[config.mk]
export PLATFORM = sky130hd
export DESIGN_NAME = pht_update_queue
export DESIGN_NICKNAME = d
export VERILOG_FILES = /design/src/rtl/pht_update_queue.sv
export SDC_FILE = /design/constraint.sdc
export NUM_CORES = 1
export LEC_CHECK = 0
export CAP_MARGIN = 25
export CORE_AREA = 4 4 88 90
export DETAILED_ROUTE_END_ITERATION = 8
export DIE_AREA = 0 0 92 94
export GPL_ROUTABILITY_DRIVEN = 0
export HOLD_SLACK_MARGIN = 0.15
export PLACE_DENSITY = 0.83
export SETUP_SLACK_MARGIN = 0.05
export SLEW_MARGIN = 20
export SYNTH_ARGS = -nofsm -noshare
export SYNTH_HDL_FRONTEND = slang
export SYNTH_SLANG_ARGS = --single-unit
[constraint.sdc]
create_clock -name clk -period 4.4 [get_ports clk]
set_input_delay 0.66 -clock clk [delete_from_list [all_inputs] [get_ports clk]]
set_output_delay 0.66 -clock clk [all_outputs]
set_load 0.02 [all_outputs]
[src/rtl/pht_update_queue.sv]
// pht_update_queue
// ----------------
// Buffers resolved conditional-branch outcomes and retires them one per cycle
// as read-modify-write updates of the gshare pattern history table (PHT).
//
// Pipeline:
//   S0  head of the FIFO issues a PHT read when phtRdGrant is high (popped)
//   S1  counter returned on phtRdData (or forwarded) is incremented/decremented
//   WR  write register driving the PHT write port for exactly one cycle
//   W2  copy of the previous cycle's WR, covering the write that committed
//       in the same cycle the S1 entry's read was performed
//
// Ports:
//   clk, rst                 clock, asynchronous active-high reset
//   brValid/brPC/brGHR/
//   brTaken / brReady        branch-outcome enqueue interface
//   phtRdGrant               PHT read port free this cycle
//   phtRdEn/phtRdIndex       update-side PHT read request (phtRdEn is combinational)
//   phtRdData                PHT counter, valid the cycle after phtRdEn
//   phtWrEn/phtWrIndex/
//   phtWrData                PHT write port
//   count                    occupied FIFO entries
//   busy                     FIFO non-empty or an update still in flight
module pht_update_queue #(
    parameter int DEPTH           = 4,
    parameter int PHT_INDEX_WIDTH = 10,
    parameter int ADDR_WIDTH      = 32
) (
    input  logic                       clk,
    input  logic                       rst,
    input  logic                       brValid,
    input  logic [ADDR_WIDTH-1:0]      brPC,
    input  logic [PHT_INDEX_WIDTH-1:0] brGHR,
    input  logic                       brTaken,
    output logic                       brReady,
    input  logic                       phtRdGrant,
    output logic                       phtRdEn,
    output logic [PHT_INDEX_WIDTH-1:0] phtRdIndex,
    input  logic [1:0]                 phtRdData,
    output logic                       phtWrEn,
    output logic [PHT_INDEX_WIDTH-1:0] phtWrIndex,
    output logic [1:0]                 phtWrData,
    output logic [$clog2(DEPTH):0]     count,
    output logic                       busy
);

    localparam int PTR_W = $clog2(DEPTH);
    localparam int CNT_W = PTR_W + 1;

    typedef logic [PHT_INDEX_WIDTH-1:0] index_t;

    typedef struct packed {
        index_t index;
        logic   taken;
    } entry_t;

    // ------------------------------------------------------------------
    // FIFO storage and control
    // ------------------------------------------------------------------
    entry_t            queue_mem [DEPTH];
    logic [PTR_W-1:0]  head_ptr;
    logic [PTR_W-1:0]  tail_ptr;
    logic [CNT_W-1:0]  occupancy;

    logic              head_valid;
    logic              push;
    logic              pop;
    entry_t            push_entry;

    // Only the PC bits above the instruction-alignment bits feed the hash.
    logic              unused_pc_bits;
    assign unused_pc_bits = ^{brPC[ADDR_WIDTH-1:PHT_INDEX_WIDTH+2], brPC[1:0]};

    assign push_entry.index = brPC[PHT_INDEX_WIDTH+1:2] ^ brGHR;
    assign push_entry.taken = brTaken;

    assign head_valid = (occupancy != '0);
    assign brReady    = (occupancy < CNT_W'(DEPTH));
    assign push       = brValid && brReady;
    assign pop        = head_valid && phtRdGrant;

    assign phtRdEn    = pop;
    // Idle read index is held at zero rather than showing stale slot data.
    assign phtRdIndex = head_valid ? queue_mem[head_ptr].index : '0;
    assign count      = occupancy;

    // NOTE: the storage array carries no reset; occupancy and the pointers
    // define which slots are meaningful, so clearing data would only cost
    // reset fan-out.
    always_ff @(posedge clk) begin
        if (push) begin
            queue_mem[tail_ptr] <= push_entry;
        end
    end

    // NOTE: state registers use non-blocking assignments so every flop samples
    // the pre-edge values of its neighbours regardless of statement order.
    always_ff @(posedge clk or posedge rst) begin
        if (rst) begin
            head_ptr  <= '0;
            tail_ptr  <= '0;
            occupancy <= '0;
        end else begin
            // DEPTH is a power of two, so pointer overflow wraps naturally.
            if (push) tail_ptr <= tail_ptr + PTR_W'(1);
            if (pop)  head_ptr <= head_ptr + PTR_W'(1);
            case ({push, pop})
                2'b10:   occupancy <= occupancy + CNT_W'(1);
                2'b01:   occupancy <= occupancy - CNT_W'(1);
                default: occupancy <= occupancy;
            endcase
        end
    end

    // ------------------------------------------------------------------
    // S1: counter arithmetic with forwarding from WR and W2
    // ------------------------------------------------------------------
    logic   s1_valid;
    index_t s1_index;
    logic   s1_taken;

    logic   wr_valid;
    index_t wr_index;
    logic [1:0] wr_data;

    logic   w2_valid;
    index_t w2_index;
    logic [1:0] w2_data;

    logic [1:0] old_ctr;
    logic [1:0] new_ctr;

    // NOTE: every variable assigned here gets a default first, so no path
    // leaves it unassigned and no latch is inferred.
    always_comb begin
        old_ctr = phtRdData;
        // WR is younger than W2: it is the value about to land in the array.
        if (wr_valid && (wr_index == s1_index)) begin
            old_ctr = wr_data;
        end else if (w2_valid && (w2_index == s1_index)) begin
            // The read for this entry happened in the cycle W2 was being
            // written, so the array returned the value from before it.
            old_ctr = w2_data;
        end

        new_ctr = old_ctr;
        if (s1_taken) begin
            if (old_ctr != 2'd3) new_ctr = old_ctr + 2'd1;
        end else begin
            if (old_ctr != 2'd0) new_ctr = old_ctr - 2'd1;
        end
    end

    always_ff @(posedge clk or posedge rst) begin
        if (rst) begin
            s1_valid <= 1'b0;
            s1_index <= '0;
            s1_taken <= 1'b0;
            wr_valid <= 1'b0;
            wr_index <= '0;
            wr_data  <= '0;
            w2_valid <= 1'b0;
            w2_index <= '0;
            w2_data  <= '0;
        end else begin
            s1_valid <= pop;
            if (pop) begin
                s1_index <= queue_mem[head_ptr].index;
                s1_taken <= queue_mem[head_ptr].taken;
            end

            // A valid S1 produces exactly one write-cycle in WR.
            wr_valid <= s1_valid;
            if (s1_valid) begin
                wr_index <= s1_index;
                wr_data  <= new_ctr;
            end

            w2_valid <= wr_valid;
            w2_index <= wr_index;
            w2_data  <= wr_data;
        end
    end

    assign phtWrEn    = wr_valid;
    assign phtWrIndex = wr_index;
    assign phtWrData  = wr_data;

    assign busy = head_valid || s1_valid || wr_valid;

endmodule
# After elaboration in Yosys (flattened, before gate mapping)
# Memory sizes are Yosys's and may differ from the RTL's.
# Index checks and enable logic that the tools add are counted.
# op_classes
reduce_logical,9
n_mux,9
n_lt_le_gt_ge,1
add_sub_neg,6
n_bitwise,1
eq_ne,5
# ops
op,count
equality test 10 bit,2
two-way mux 10 bit,1
two-way mux 2 bit,5
bitwise XOR 10 bit,1
"adder 2 x 1 -> 2 bit, second input constant",3
case mux 3 bit (2 select lines),1
logical AND 1 bit,4
nonzero test 2 bit,2
"adder 3 x 1 -> 3 bit, second input constant",1
"< comparator 3 bit, second input constant",1
nonzero test 3 bit,1
"subtractor 3 x 1 -> 3 bit, second input constant",1
"equality test 2 x 1 -> 1 bit, second input constant",1
"equality test 2 bit, second input constant",1
logical OR 1 bit,2
two-way mux 1 bit,2
"!= test 2 bit, second input constant",1
"subtractor 2 x 1 -> 2 bit, second input constant",1
# totals
in_bits,49
reg_bits,45
out_inout_bits,29
mem_count,1
wordCells,44
ramBits,44
# mem_list
name,depth,word_bits,rd,rd_clocked_by_memory_dff,write_ports,line,source
queue_mem,4,11,1,0,1,60,entry_t queue_mem [DEPTH];

# Longest topological paths before layout
# logic_depth
depth_word,7
ltp_mapped,10
ltp_nobuf,8

# Worst setup path after synthesis
# OpenSTA, ideal clock, no wires.
# synth_path
path_kind,input to register
from,in phtRdGrant
to,"reg occupancy[2], in the netlist count[2]"
t_required_ns,4.320
arrival_time_ns,2.542
path_buffers,2
cell_stages,9
setup_ns,0.080
slack_ns,1.778
path_cell_list,nor2b_1 clkbuf_1 clkbuf_1 ha_1 inv_1 fa_1 xor2_1 nor2_1 xnor2_1
# synth_via
elab_chain_len,3
elab_cells_between_ends,5
classes_between,eq/ne (2); mux (1); reduce/logical (2)
# synth_lines
item,line,source
"start, declared",36,"input logic phtRdGrant,"
logical AND 1 bit (*),80,assign pop = head_valid && phtRdGrant;
via phtRdEn,37,"output logic phtRdEn,"
equality test 2 x 1 -> 1 bit or equality test 2 bit (tied branches),107,"case ({push, pop})"
case mux 3 bit (2 select lines) or nonzero test 2 bit (tied branches),n/a,
"end signal, assigned",108,2'b10: occupancy <= occupancy + CNT_W'(1);
"end signal, assigned",109,2'b01: occupancy <= occupancy - CNT_W'(1);
"end signal, assigned",110,default: occupancy <= occupancy;
"end, declared",63,logic [CNT_W-1:0] occupancy;
# The timed path passes the listed nets; every way through them passes the cells marked *.
# A chain may end at the register's enable or synchronous reset.

# Final worst setup path
# layout_path
from,reg head_ptr[0]
to,out phtRdIndex[8]
# layout_via
elab_chain_len,2
# layout_lines
item,line,source
"start, declared",61,logic [PTR_W-1:0] head_ptr;
"start signal, assigned",106,if (pop) head_ptr <= head_ptr + PTR_W'(1);
memory (4 x 11 bit),n/a,
two-way mux 10 bit,84,assign phtRdIndex = head_valid ? queue_mem[head_ptr].index : '0;
"end, declared",38,"output logic [PHT_INDEX_WIDTH-1:0] phtRdIndex,"
# No other way between the ends.

==> report_table.html <==
<table>
<tr><th>Metric</th><th>Value</th></tr>
<tr><th colspan="2">Finish</th></tr>
<tr><td>Share of final-layout standard cells stronger than drive strength 1</td><td>18.2%</td></tr>
<tr><td>NumNets Final</td><td>347</td></tr>
<tr><td>Commonest non-fill, non-tap cell in the layout</td><td>clkdlybuf4s50_1</td></tr>
<tr><td># diodes</td><td>0</td></tr>
<tr><td>Fill count</td><td>542</td></tr>
<tr><td>Commonest cells after routing, fill and taps aside</td><td>55 x clkdlybuf4s50_1, 45 x dfrtp_1, 44 x edfxtp_1</td></tr>
<tr><td>Layout area overhead</td><td>23.3%</td></tr>
<tr><td>Combined area of the multi-input logic cells</td><td>1200 um^2</td></tr>
<tr><td>Storage cell area</td><td>2450 um^2</td></tr>
<tr><th colspan="2">Synth</th></tr>
<tr><td>Post-Synthesis Cells</td><td>230</td></tr>
<tr><td>Synthesized cell area</td><td>3720 um^2</td></tr>
<tr><td>Main combinational cell family by area after synthesis</td><td>multiplexers</td></tr>
<tr><td>Post-synthesis share of cell area spent on full adders, half adders and majority gates</td><td>2.22%</td></tr>
<tr><td>Seq cells post-synth</td><td>89</td></tr>
<tr><td>Count of distinct cell types in the synthesized netlist</td><td>33</td></tr>
<tr><td>Fraction of synthesized cell area in xor and xnor cells</td><td>8.48%</td></tr>
<tr><td>Synthesized netlist net count</td><td>285</td></tr>
<tr><td>Ys flop type</td><td>dfrtp_1</td></tr>
<tr><td>Share of cell area taken by muxes after synthesis</td><td>13.3%</td></tr>
<tr><td>Post-Synth Simple-Gate Area</td><td>5.99%</td></tr>
<tr><td>Yosys Warn Count</td><td>0</td></tr>
<tr><td>Portion of the post-synthesis area used by sequential elements</td><td>65.8%</td></tr>
<tr><td>Share of the synthesized area in compound gates (AO/OA/AOI/OAI)</td><td>2.35%</td></tr>
<tr><td>Post-synthesis area per instance</td><td>16.2 um^2</td></tr>
<tr><td>Async S/R FF share, synth</td><td>50.6%</td></tr>
<tr><td>EDFF count, synth</td><td>44</td></tr>
<tr><th colspan="2">Power</th></tr>
<tr><td>Power density over cell area</td><td>714 nW/um^2</td></tr>
<tr><td>Leak Pwr</td><td>0.00172 uW</td></tr>
<tr><td>Maximum VDD drop</td><td>0.000282 V</td></tr>
<tr><th colspan="2">Timing</th></tr>
<tr><td>Worst slew margin relative to its limit</td><td>50.2%</td></tr>
<tr><td>Maximum clock skew at final layout</td><td>0.0101 ns</td></tr>
<tr><td>Max-slew violations</td><td>0</td></tr>
<tr><td>Fin Setup TNS</td><td>0 ns</td></tr>
<tr><td>Crit path time final</td><td>3.18 ns</td></tr>
<tr><td>Highest attainable clock frequency</td><td>0.314 GHz</td></tr>
<tr><td>Final hold violations</td><td>0</td></tr>
<tr><td>Final number of setup-violating endpoints</td><td>0</td></tr>
<tr><td>Setup repair after global routing missed its margin</td><td>false</td></tr>
<tr><td>Final worst path period share</td><td>72.3%</td></tr>
<tr><td>Worst-margin pin slew</td><td>0.747 ns</td></tr>
<tr><td>Final worst setup slack</td><td>1.22 ns</td></tr>
<tr><th colspan="2">Clock network</th></tr>
<tr><td>Depth of the CTS H-tree</td><td>3</td></tr>
<tr><td>Clock insertion delay at the later pin of the skew report</td><td>0.36 ns</td></tr>
<tr><td>Root buffer selected by CTS</td><td>clkbuf_8</td></tr>
<tr><td>Clock-pin transition on the worst setup and hold timing paths</td><td>0.09 ns</td></tr>
<tr><td>Number of gates resized after CTS</td><td>0</td></tr>
<tr><td>Number of clock sinks seen by CTS</td><td>89</td></tr>
<tr><td>CTS Buffer Depth</td><td>2</td></tr>
<tr><td>Number of buffers created by CTS</td><td>9</td></tr>
<tr><td># hold bufs at CTS</td><td>0</td></tr>
<tr><td>Postcts setup bufs</td><td>0</td></tr>
<tr><td>CTS tree</td><td>yes</td></tr>
<tr><th colspan="2">Place</th></tr>
<tr><td>Detailed-placement wirelength estimate</td><td>5020 um</td></tr>
<tr><td>Number of port buffers</td><td>55</td></tr>
<tr><td>Post-placement setup slack</td><td>1.55 ns</td></tr>
<tr><th colspan="2">Critical path</th></tr>
<tr><td>Critical path arrival</td><td>2.52 ns</td></tr>
<tr><td>WP data required</td><td>3.74 ns</td></tr>
<tr><td>Setup Crit Path Kind</td><td>reg2out</td></tr>
<tr><td>Crit. End Element</td><td>output port</td></tr>
<tr><td>Biggest fanout along the worst timing path</td><td>13</td></tr>
<tr><td>Startpoint type of the worst setup path</td><td>register</td></tr>
<tr><th colspan="2">Global routing</th></tr>
<tr><td>Wire length of the first global-routing pass</td><td>10,900 um</td></tr>
<tr><td>Initial antenna violation count</td><td>0</td></tr>
<tr><td>Total GRT Usage</td><td>17.2%</td></tr>
<tr><td>Pin count of the biggest net entering global routing</td><td>19</td></tr>
<tr><td>Gr ovfl total</td><td>0</td></tr>
<tr><td>Via count of the first global-routing pass</td><td>2,166</td></tr>
<tr><th colspan="2">Route</th></tr>
<tr><td>Routed vias</td><td>2,056</td></tr>
<tr><td>DRC Markers</td><td>0</td></tr>
<tr><td>Average via count per standard cell</td><td>5.19</td></tr>
<tr><td>Number of DRC markers after the initial detailed-route iteration</td><td>78</td></tr>
<tr><td>Drt total wl</td><td>6660 um</td></tr>
<tr><td>Length of the first detailed-routing pass in iterations</td><td>4</td></tr>
<tr><td>WL per Instance</td><td>16.8 um</td></tr>
<tr><td>Antenna Violating Nets Remaining</td><td>0</td></tr>
<tr><th colspan="2">Floorplanning</th></tr>
<tr><td>Chip height</td><td>94 um</td></tr>
<tr><td>Core footprint</td><td>7060 um^2</td></tr>
<tr><td>Die Span X</td><td>92 um</td></tr>
<tr><td>Number of placed I/O pins</td><td>78</td></tr>
<tr><td>Starting density of the core</td><td>52.7%</td></tr>
<tr><td>Die footprint</td><td>8650 um^2</td></tr>
<tr><td>Number of standard-cell rows in the floorplan</td><td>31</td></tr>
<tr><th colspan="2">Min path</th></tr>
<tr><td>Path category of the worst min-delay check</td><td>reg2reg</td></tr>
<tr><th colspan="2">Run status</th></tr>
<tr><td>Status</td><td>complete, no violations</td></tr>
<tr><th colspan="2">Flow run</th></tr>
<tr><td>MaxCap Viol Count</td><td>0</td></tr>
</table>
==> critical path, stage by stage, from the launching register on <==
cell and delay (ns):
dfrtp_1 0.84, mux4_2 0.64, nor2b_1 0.15, clkdlybuf4s50_1 0.54
==> path summary, 6_finish.rpt <==
path	start	end	slack (ns)	cells past startpoint
setup / recovery	head_ptr[0]	phtRdIndex[8]	1.22	3
hold / removal	phtWrData[1]	w2_data[1]	0.44	0
setup reg to reg	count[0]	count[2]	2.23	10
hold reg to reg	phtWrData[1]	w2_data[1]	0.44	0
max in group asynchronous	rst	phtWrIndex[9]	3.04	3
min in group asynchronous	rst	count[2]	0.67	2
==> area by class of cell <==
type,instances,share of cell area [%]
flip-flops and latches,89,53.4
multi-input cells,123,26.2
repair buffers,59,12.7
clock buffers,9,2.70
well taps,99,2.70
clock inverters,7,1.55
inverters,10,0.818
==> power by group <==
part | switching [uW] | internal [uW] | total [uW] | leakage (uW)
Clock | 318 | 224 | 542 | 0.000101
Combinational | 603 | 705 | 1310 | 0.000685
Sequential | 274 | 1150 | 1420 | 0.000930
==> layer usage <==
layer  global-route usage [%]  part of all wire [%]  vias to the layer above  routed length (um)
met1                     19.6                    40                     1033                2680
met4                     6.68                   1.7                        0                 110
met5                        0                     0                        -                   0
li1                         -                     -                      955                   -
met3                     5.85                   4.7                       12                 316
met2                     30.0                    53                       56                3560
==> flip-flops by register name (all words and copies together) (netlist names) <==
register	flops
count	3
head_ptr	2
phtWrData	2
phtWrEn	1
phtWrIndex	10
queue_mem	44
s1_index	10
s1_taken	1
s1_valid	1
tail_ptr	2
w2_data	2
w2_index	10
w2_valid	1
==> cells by family after synthesis <==
family	Yosys count
adder cells (fa/ha/maj)	6
flip-flops	89
buffers and inverters	18
AO/OA/AOI/OAI	12
AND/OR/NAND/NOR	36
multiplexers	33
XOR/XNOR	36
==> synth_stat cells (all sizes together), types with 4 or more instances <==
master   n  area (um^2)
dfrtp   45         1130
edfxtp  44         1320
mux2    21          236
xor2    19          166
xnor2   17          149
nor2b   12         75.1
mux4    11          248
inv     10         37.5
clkbuf   5         18.8
ha       5         62.6
and2     4         25.0
nand4    4         25.0
==> per-stage QoR <==
stage               instances  instance area [um^2]  utilization [%]  hold slack, ns  total power, uW
floorplan                 230                  3720                -           0.352             2230
global placement          380                  4390             62.2           0.424             2720
detailed placement        380                  4390             62.2           0.424             2770
CTS                       396                  4590             65.0           0.442             3310
global route              396                  4590             65.0           0.460             3480
finish                    396                  4590             65.0           0.438             3270
Power figures use the tool's default switching activity.
